==> src/rtl/jt12_multi_acc.sv <==
// Channel accumulator and L/R mixer for the FM operator pipeline.
// Each operator slot adds its carrier output into a per-channel running
// sum; on the S4 slot the channel total is panned/muted into the mix
// buses, and at the frame start the buses are saturated onto the outputs.
module jt12_multi_acc #(
  parameter int WIN    = 14,
  parameter int WOUT   = 16,
  parameter int CH     = 6,
  parameter int STEREO = 1
) (
  input  logic                   clk,
  input  logic                   rst,
  input  logic                   clk_en,
  input  logic signed [WIN-1:0]  op_result,
  input  logic                   s1_enters,
  input  logic                   s2_enters,
  input  logic                   s3_enters,
  input  logic                   s4_enters,
  input  logic                   zero,
  input  logic [2:0]             alg,
  input  logic                   pan_l,
  input  logic                   pan_r,
  input  logic [CH-1:0]          mute,
  input  logic                   ovf_clr,
  output logic signed [WOUT-1:0] snd_left,
  output logic signed [WOUT-1:0] snd_right,
  output logic                   sample,
  output logic                   ovf
);

  // Channel total: four WIN-bit operators need two guard bits.
  localparam int WA = WIN + 2;
  // Mix bus: CH channel totals need clog2(CH) more bits.
  localparam int WB = WA + $clog2(CH);
  localparam int CW = (CH > 1) ? $clog2(CH) : 1;
  // Comparison width wide enough for both the bus and the output range.
  localparam int WX = ((WB > WOUT) ? WB : WOUT) + 1;

  localparam logic signed [WX-1:0] SAT_MAX = {{(WX-WOUT+1){1'b0}}, {(WOUT-1){1'b1}}};
  localparam logic signed [WX-1:0] SAT_MIN = {{(WX-WOUT+1){1'b1}}, {(WOUT-1){1'b0}}};

  // Clamp a bus value into the output range.
  function automatic logic signed [WOUT-1:0] sat_val(input logic signed [WB-1:0] v);
    logic signed [WX-1:0] vx;
    vx = WX'(v);
    if (vx > SAT_MAX) return SAT_MAX[WOUT-1:0];
    if (vx < SAT_MIN) return SAT_MIN[WOUT-1:0];
    return vx[WOUT-1:0];
  endfunction

  // Report whether sat_val would have clamped this bus value.
  function automatic logic sat_hit(input logic signed [WB-1:0] v);
    logic signed [WX-1:0] vx;
    vx = WX'(v);
    return (vx > SAT_MAX) || (vx < SAT_MIN);
  endfunction

  logic [CW-1:0]          ch_cnt;
  logic [CW-1:0]          cur_ch;
  logic                   sum_en;
  logic signed [WA-1:0]   term_p0;
  logic signed [WA-1:0]   tot_p0;
  logic signed [WB-1:0]   tot_x_p0;
  logic signed [WA-1:0]   acc [CH];
  logic signed [WB-1:0]   mix_l_p1;
  logic signed [WB-1:0]   mix_r_p1;
  logic signed [WB-1:0]   bus_r_p1;
  logic                   primed;

  // ---- stage p0: slot decode and channel arithmetic ----

  // The zero slot is always channel 0, regardless of where the counter is.
  always_comb begin
    cur_ch = zero ? '0 : ch_cnt;
  end

  // Channel counter wraps CH-1 -> 0 and is realigned by the zero slot.
  always_ff @(posedge clk) begin
    if (!rst) begin
      ch_cnt <= '0;
    end else if (clk_en) begin
      ch_cnt <= (cur_ch == CW'(CH-1)) ? '0 : cur_ch + 1'b1;
    end
  end

  // Carrier decode: which operator phases reach the output for this algorithm.
  always_comb begin
    sum_en = 1'b0;
    case (alg)
      3'd0, 3'd1, 3'd2, 3'd3: sum_en = s4_enters;
      3'd4:                   sum_en = s2_enters | s4_enters;
      3'd5, 3'd6:             sum_en = ~s1_enters;
      default:                sum_en = 1'b1;
    endcase
  end

  // Gated operator term and full-precision running total for this channel.
  always_comb begin
    term_p0  = sum_en ? WA'(op_result) : '0;
    tot_p0   = acc[cur_ch] + term_p0;
    tot_x_p0 = WB'(tot_p0);
  end

  // Per-channel accumulator: S1 restarts the sum, later phases add to it.
  always_ff @(posedge clk) begin
    if (!rst) begin
      for (int i = 0; i < CH; i++) acc[i] <= '0;
    end else if (clk_en) begin
      if (s1_enters) begin
        acc[cur_ch] <= term_p0;
      end else if (s2_enters | s3_enters | s4_enters) begin
        acc[cur_ch] <= tot_p0;
      end
    end
  end

  // ---- stage p1: mix buses ----

  // Channel totals land on the buses at S4; the frame start empties them.
  always_ff @(posedge clk) begin
    if (!rst) begin
      mix_l_p1 <= '0;
      mix_r_p1 <= '0;
    end else if (clk_en) begin
      if (zero) begin
        mix_l_p1 <= '0;
        mix_r_p1 <= '0;
      end else if (s4_enters && !mute[cur_ch]) begin
        if (STEREO == 0 || pan_l) mix_l_p1 <= mix_l_p1 + tot_x_p0;
        if (STEREO != 0 && pan_r) mix_r_p1 <= mix_r_p1 + tot_x_p0;
      end
    end
  end

  // In mono builds the right output mirrors the left bus.
  always_comb begin
    bus_r_p1 = (STEREO != 0) ? mix_r_p1 : mix_l_p1;
  end

  // ---- stage p2: output latch, sample strobe and overflow ----

  // Outputs latch at the frame start; the first frame after reset is only
  // partial, so it primes the block without producing a sample.
  always_ff @(posedge clk) begin
    if (!rst) begin
      snd_left  <= '0;
      snd_right <= '0;
      sample    <= 1'b0;
      ovf       <= 1'b0;
      primed    <= 1'b0;
    end else begin
      sample <= 1'b0;
      if (ovf_clr) ovf <= 1'b0;
      if (clk_en && zero) begin
        primed <= 1'b1;
        if (primed) begin
          snd_left  <= sat_val(mix_l_p1);
          snd_right <= sat_val(bus_r_p1);
          sample    <= 1'b1;
          if (sat_hit(mix_l_p1) || sat_hit(bus_r_p1)) ovf <= 1'b1;
        end
      end
    end
  end

endmodule

==> config.mk <==
export PLATFORM = sky130hd
export DESIGN_NAME = jt12_multi_acc
export DESIGN_NICKNAME = d
export VERILOG_FILES = /design/src/rtl/jt12_multi_acc.sv
export SDC_FILE = /design/constraint.sdc
export NUM_CORES = 1
export LEC_CHECK = 0
export CAP_MARGIN = 10
export CORE_UTILIZATION = 40
export DETAILED_ROUTE_END_ITERATION = 8
export SLEW_MARGIN = 10
export SYNTH_ARGS = -nofsm -noshare
export SYNTH_HDL_FRONTEND = slang
export SYNTH_SLANG_ARGS = --single-unit
==> constraint.sdc <==
create_clock -name clk -period 6.6 [get_ports clk]
set_clock_uncertainty 0.15 [all_clocks]
set_input_delay 1.65 -clock clk [delete_from_list [all_inputs] [get_ports clk]]
set_output_delay 1.65 -clock clk [all_outputs]
set_load 0.02 [all_outputs]
==> summary.md, run 1 <==
| Metric | Value |
|---|---|
| Buf/Inv on CP | `5` |
| Cell internal pwr | `2.44 mW` |
| Switching pwr | `0.927 mW` |
| Initial Util | `41.0%` |
| Hold crit path type | `flop to flop` |
| Distinct cells, synth | `73` |
| Period Utilization, post-route | `96.2%` |
| R2R setup slack | `1.00 ns` |
| Mean Syn Cell Area | `10.4 um2` |
| Area Growth Syn to Fin | `26.2%` |
| Largest net degree at the start of global routing | `62` |
| Clock Tree Root | `clkbuf_16` |
| Die area | `0.0275 mm2` |
| DP Worst Slack | `-0.458 ns` |
| Routed length on met1 | `12800 um` |
| Die Span Y | `166 um` |
| Sequential Power Share | `41.8%` |
| Max cap viols | `0` |
| Clock Latency Late Sink | `0.52 ns` |
| Num rows | `59` |
| Reg2reg start | `ch_cnt[0]` |
| Drc violations | `8` |
| Register-to-Register Path Depth | `22` |
| WHS Endpoint | `snd_left[0]` |
| Synth area leaders | `edfxtp_1, dfxtp_1, ha_1` |
| Combinational share of power | `22.6%` |
| Total negative slack | `0 ns` |
| Hold Crit Depth | `2` |
| Worst slew pin tran | `0.976 ns` |
| Delay-heaviest family, CP | `compound AO/OA/AOI/OAI gates` |
| Port Buffer Count | `67` |
| Power Density | `248 mW/mm2` |
| Die width | `166 um` |
| Gate Count Post-Synth | `1029` |
| Number of flops mapped to enable cells by yosys | `128` |
| Via count | `8526` |
| Dpl hpwl | `21700 um` |
| CORE AREA | `0.0262 mm2` |
| Grt total ovfl | `0` |
| Setup crit end kind | `flop` |
| Crit path max fanout | `3` |
| Worst slew margin | `34.9%` |
| Clock sink count | `204` |
| Global-route wire length before repair | `45500 um` |
| Achievable Freq | `158 MHz` |
| Kind of critical path | `input port to flop` |
| Top-area cell type share of the netlist area | `35.8%` |
| Routed wl met2 | `14100 um` |
| Area leader, netlist | `edfxtp_1` |
| Non-filler instance count after layout | `1579` |
| Worst-path clk slew | `0.06 ns` |
| Switch share | `27.5%` |
| Ys async rst share | `0%` |
| Routability cong. | `0.880` |
| Total CTS buffers | `23` |
| Dpl cells | `1536` |
| Clk buf depth | `3` |
| CTS tree | `built` |
| Vias per cell | `5.40` |
| Avg WL per Cell | `18.6 um` |
| Most common cell after layout, fill and taps aside | `nor2_1` |
| Synth warn | `0` |
| Initial antenna violation count | `1` |
| All-layer global routing usage | `21.2%` |
| Arrival time at the worst endpoint | `6.59 ns` |
| Worst VDD drop | `0.000142 V` |
| IO Count | `68` |
| Failing checks | `DRC` |
| Final net count | `1316` |
| Post-synthesis sequential area ratio | `50.0%` |
| Syn nets | `1117` |
| Antenna viol nets, final | `0` |
| Commonest cells after routing, fill and taps aside | `nor2_1, buf_4, edfxtp_1` |
| Syn Std Cell Area | `0.0107 mm2` |
| Slowest library cell on the worst path | `clkdlybuf4s50_1` |
| Reg-to-reg critical path endpoint | `bus_r_p1[18]` |
| Hold path startpoint | `snd_left[0]` |
| Core Util, Final | `51.7%` |
| Setup violators final | `0` |
| Status | `finished, violations left` |
| Max-slew violation count | `0` |
| Crit-path max cell delay | `0.52 ns` |
| Post-Route WL | `29300 um` |
| Critical Path RT | `6.85 ns` |
| DR iter-0 viols | `581` |
| Seq cells post-synth | `204` |
| Period minus WS final | `6.35 ns` |
| P_leak | `5.42 nW` |
| Ant. Diodes | `0` |
| CTS H-tree lvls | `1` |
| Worst setup margin | `0.254 ns` |
| Clock Power Share | `35.6%` |
| Max Used Layer | `met4` |
| Vias in the first global route | `8281` |
| Layout cell share with drive strength beyond 1 | `19.5%` |
| Pre-antenna DRT Iters | `7` |
| Most used DFF post-synth | `edfxtp_1` |
| Final Hold Vio Count | `0` |
| Startpoint types | `input port` |
| Met3 wire len | `1390 um` |
==> cells by family after synthesis <==
| kind of cell | count (synthesis) | share of synthesized area, % |
|---|---|---|
| XOR/XNOR | 43 | 3.58 |
| AND/OR/NAND/NOR | 313 | 12.6 |
| buffers and inverters | 84 | 3.20 |
| adder cells (fa/ha/maj) | 54 | 6.50 |
| flip-flops | 204 | 50.0 |
| multiplexers | 53 | 7.74 |
| AO/OA/AOI/OAI | 278 | 16.4 |
==> sequential cells by signal, indices dropped and copies added (netlist names) <==
name / count
mix_l_p1: 19
snd_right: 16
bus_r_p1: 19
acc: 128
ovf: 1
ch_cnt: 3
primed: 1
sample: 1
snd_left: 16
==> cell usage after synthesis, types with 10 or more instances <==
cell	instances
nand2b_1	10
edfxtp_1	128
xnor2_1	25
a21oi_1	86
nand2_1	80
dfxtp_1	76
nor3_1	16
o21a_1	10
mux2i_1	20
a21o_1	19
clkbuf_1	33
a22oi_1	17
mux4_2	23
o21ai_0	64
ha_1	51
and2_1	12
inv_1	38
xor2_1	17
nor2_1	155
==> power groups by stage <==
stage	clock network [mW]	logic, mW	registers, mW
2_1_floorplan	0	0.425	1.43
3_3_place_gp	0	0.743	1.43
3_5_place_dp	0	0.749	1.44
4_1_cts	1.22	0.754	1.41
5_1_grt	1.27	0.833	1.41
6_report	1.20	0.760	1.41
==> through the flow <==
stage	total power, mW	area, um2	hold slack, ns
after floorplan	1.85	10700	0.288
after global placement	2.18	12800	0.288
after detailed placement	2.19	12800	0.294
after CTS	3.38	13500	0.302
after global routing	3.51	13600	0.315
final	3.37	13600	0.297
==> metal layers <==
| metal | vias up | GRT usage (%) |
|---|---|---|
| li1 | 4179 | - |
| met5 | - | 0 |
| met4 | 0 | 8.09 |
| met2 | 218 | 36.4 |
| met1 | 4070 | 27.6 |
| met3 | 59 | 2.60 |
==> area by class of cell <==
type / instances / area [um2]
flip-flops and latches: 204 / 5370
repair buffers: 219 / 1820
clock inverters: 10 / 61.3
well taps: 335 / 419
inverters: 39 / 146
clock buffers: 31 / 647
multi-input cells: 741 / 5090
fillers: 2308 / 12600
==> worst max path at each step <==
stage	startpoint	end	slack, ns	depth (start not counted)
after global placement	zero	bus_r_p1[18]	-0.41	24
after CTS	zero	bus_r_p1[18]	0.06	24
after floorplan	zero	bus_r_p1[18]	0.01	22
after detailed placement	zero	bus_r_p1[18]	-0.46	24
final	s2_enters	bus_r_p1[18]	0.25	25
after global routing	s2_enters	bus_r_p1[18]	-0.02	25
==> tightest hold or removal path: stages (launching register included) <==
cell	delay [ns]
dfxtp_1	0.30
nand2_1	0.05
a21oi_1	0.05
==> repair_timing <==
| action | CTS | global route |
|---|---|---|
| setup buffers | 0 | 2 |
| resized for setup | 0 | 13 |
| setup endpoints to repair | 0 | 11 |
| hold buffers | 0 | 0 |
Power figures use the tool's default switching activity.
==> run 2, diff against run 1 <==
--- a/config.mk
+++ b/config.mk
@@ -6,6 +6,7 @@
 export NUM_CORES = 1
 export LEC_CHECK = 0
 export CAP_MARGIN = 10
+export CORE_MARGIN = 1
 export CORE_UTILIZATION = 40
 export DETAILED_ROUTE_END_ITERATION = 8
 export SLEW_MARGIN = 10
==> results of run 2 <==
The final DEF is identical to that of run 1; final timing and power are the same.
==> run 3, diff against run 2 <==
--- a/config.mk
+++ b/config.mk
@@ -5,10 +5,15 @@
 export SDC_FILE = /design/constraint.sdc
 export NUM_CORES = 1
 export LEC_CHECK = 0
+export ABC_CLOCK_PERIOD_IN_PS = 6600
 export CAP_MARGIN = 10
+export CELL_PAD_IN_SITES_DETAIL_PLACEMENT = 1
+export CELL_PAD_IN_SITES_GLOBAL_PLACEMENT = 1
 export CORE_MARGIN = 1
 export CORE_UTILIZATION = 40
+export CTS_CLUSTER_DIAMETER = 120
 export DETAILED_ROUTE_END_ITERATION = 8
+export PLACE_DENSITY_LB_ADDON = 0.1
 export SLEW_MARGIN = 10
 export SYNTH_ARGS = -nofsm -noshare
 export SYNTH_HDL_FRONTEND = slang
==> run 3 against run 2 <==
- the flow still finishes with violations (DRC)
- sequential share of layout area about the same
- utilization barely moved
- critical path type unchanged
- sequential cell count unchanged
- clock-buffer cell count stayed put
==> summary.md, run 3 (synthesized netlist as in run 1, its figures left out) <==
| Metric | Value |
|---|---|
| Arrival time at the worst endpoint | `6.66 ns` |
| Non-filler instance count after layout | `1578` |
| Num rows | `59` |
| Routability cong. | `0.924` |
| Clk buf depth | `3` |
| Clock Tree Root | `clkbuf_16` |
| Port Buffer Count | `67` |
| Grt total ovfl | `0` |
| Worst slew margin | `35.1%` |
| Startpoint types | `input port` |
| Die width | `166 um` |
| Final Hold Vio Count | `0` |
| Vias in the first global route | `9237` |
| Kind of critical path | `input port to flop` |
| Power Density | `255 mW/mm2` |
| Worst VDD drop | `0.000188 V` |
| Die Span Y | `166 um` |
| Avg WL per Cell | `20.7 um` |
| Antenna viol nets, final | `0` |
| Hold Slack | `0.299 ns` |
| Drc violations | `9` |
| Most common cell after layout, fill and taps aside | `nor2_1` |
| P_leak | `5.43 nW` |
| All-layer global routing usage | `24.1%` |
| Crit path max fanout | `4` |
| DP Worst Slack | `-0.694 ns` |
| Failing checks | `DRC` |
| Dpl hpwl | `24300 um` |
| Dpl cells | `1536` |
| CTS tree | `built` |
| IO Count | `68` |
| Setup crit end kind | `flop` |
| Period Utilization, post-route | `96.5%` |
| Commonest cells after routing, fill and taps aside | `nor2_1, buf_4, edfxtp_1` |
| Setup violators final | `0` |
| Largest net degree at the start of global routing | `62` |
| Clock sink count | `204` |
| Clock Latency Late Sink | `0.52 ns` |
| Hold crit path type | `flop to flop` |
| Die area | `0.0275 mm2` |
| Period minus WS final | `6.37 ns` |
| Max FFs per register | `128` |
| Vias per cell | `5.50` |
| DR iter-0 viols | `550` |
| Worst slew pin tran | `0.973 ns` |
| Max-slew violation count | `0` |
| CTS H-tree lvls | `1` |
| Ant. Diodes | `0` |
| Worst-path clk slew | `0.06 ns` |
| Initial Util | `41.0%` |
| CORE AREA | `0.0262 mm2` |
| Critical Path RT | `6.89 ns` |
| Worst setup margin | `0.234 ns` |
| Core Util, Final | `51.8%` |
| Layout cell share with drive strength beyond 1 | `19.4%` |
| Global-route wire length before repair | `51500 um` |
| Pre-antenna DRT Iters | `9` |
| Total CTS buffers | `23` |
| Initial antenna violation count | `0` |
| Post-Route WL | `32600 um` |
| Max cap viols | `0` |
| Final net count | `1316` |
| Top reg by flops | `acc` |
| Total negative slack | `0 ns` |
| Status | `finished, violations left` |
| Achievable Freq | `157 MHz` |
| Via count | `8682` |
| Area Growth Syn to Fin | `26.3%` |
==> run 3: changes by cell type in the layout (fill, tap and decap cells not counted), sizes merged <==
| cell | previous run | this run |
|---|---|---|
| bufinv | 0 | 3 |
| inv | 42 | 39 |
| dlymetal6s2s | 1 | 0 |
| clkinvlp | 1 | 0 |
| dlygate4sd2 | 0 | 1 |
==> run 3: repair_timing <==
action                     in CTS  in global routing
setup endpoints to repair       3                  3
buffers inserted                0                  2
gates resized for setup         5                  9
pin swaps                       0                  3
hold buffers                    0                  0
==> run 3: layout make-up <==
class                   count  area (um2)
inverters                  39         146
flip-flops and latches    204        5370
clock buffers              31         606
repair buffers            219        1810
clock inverters             9         118
fillers                  2898       12600
well taps                 335         419
multi-input cells         741        5100
==> run 3: path summary, 6_finish.rpt <==
kind	cells after the start	end	from	slack, ns
setup / recovery	25	mix_l_p1[18]	zero	0.23
hold / removal	2	snd_left[10]	snd_left[10]	0.30
setup reg to reg	24	mix_l_p1[18]	ch_cnt[0]	1.17
hold reg to reg	2	snd_left[10]	snd_left[10]	0.30
==> run 3: worst max-delay path, stage by stage <==
cell           delay, ns
dlygate4sd2_1       0.31
nor2b_2             0.17
buf_4               0.16
mux4_2              0.49
mux2_2              0.31
fa_1                0.45
a21o_1              0.19
a21oi_2             0.19
buf_4               0.15
nor2_1              0.04
a41oi_1             0.24
buf_4               0.16
a21oi_1             0.07
o21a_1              0.18
nor2_1              0.16
xnor2_2             0.16
ha_1                0.28
a21o_1              0.16
a21o_1              0.18
a21oi_1             0.19
nor2_1              0.07
a211oi_2            0.22
xnor2_1             0.10
or3_1               0.30
o21ai_1             0.08
==> run 3: where the power goes <==
part	switching [mW]	total (mW)	internal [mW]
Sequential	0.0152	1.41	1.39
Combinational	0.422	0.788	0.366
Clock	0.507	1.26	0.757
==> run 3: routing by layer <==
layer	vias up	GRT usage, %	part of all wire [%]
li1	4167	-	-
met1	4291	30.8	44
met2	162	43.5	50
met3	62	2.03	3.1
met4	0	7.07	2.5
met5	-	0	0
==> run 3: metrics by stage <==
stage                     instance area [um2]  power (mW)
final                                   13600        3.46
after global routing                    13600        3.60
after CTS                               13500        3.49
after detailed placement                12800        2.21
after global placement                  12800        2.20
after floorplan                         10700        1.85
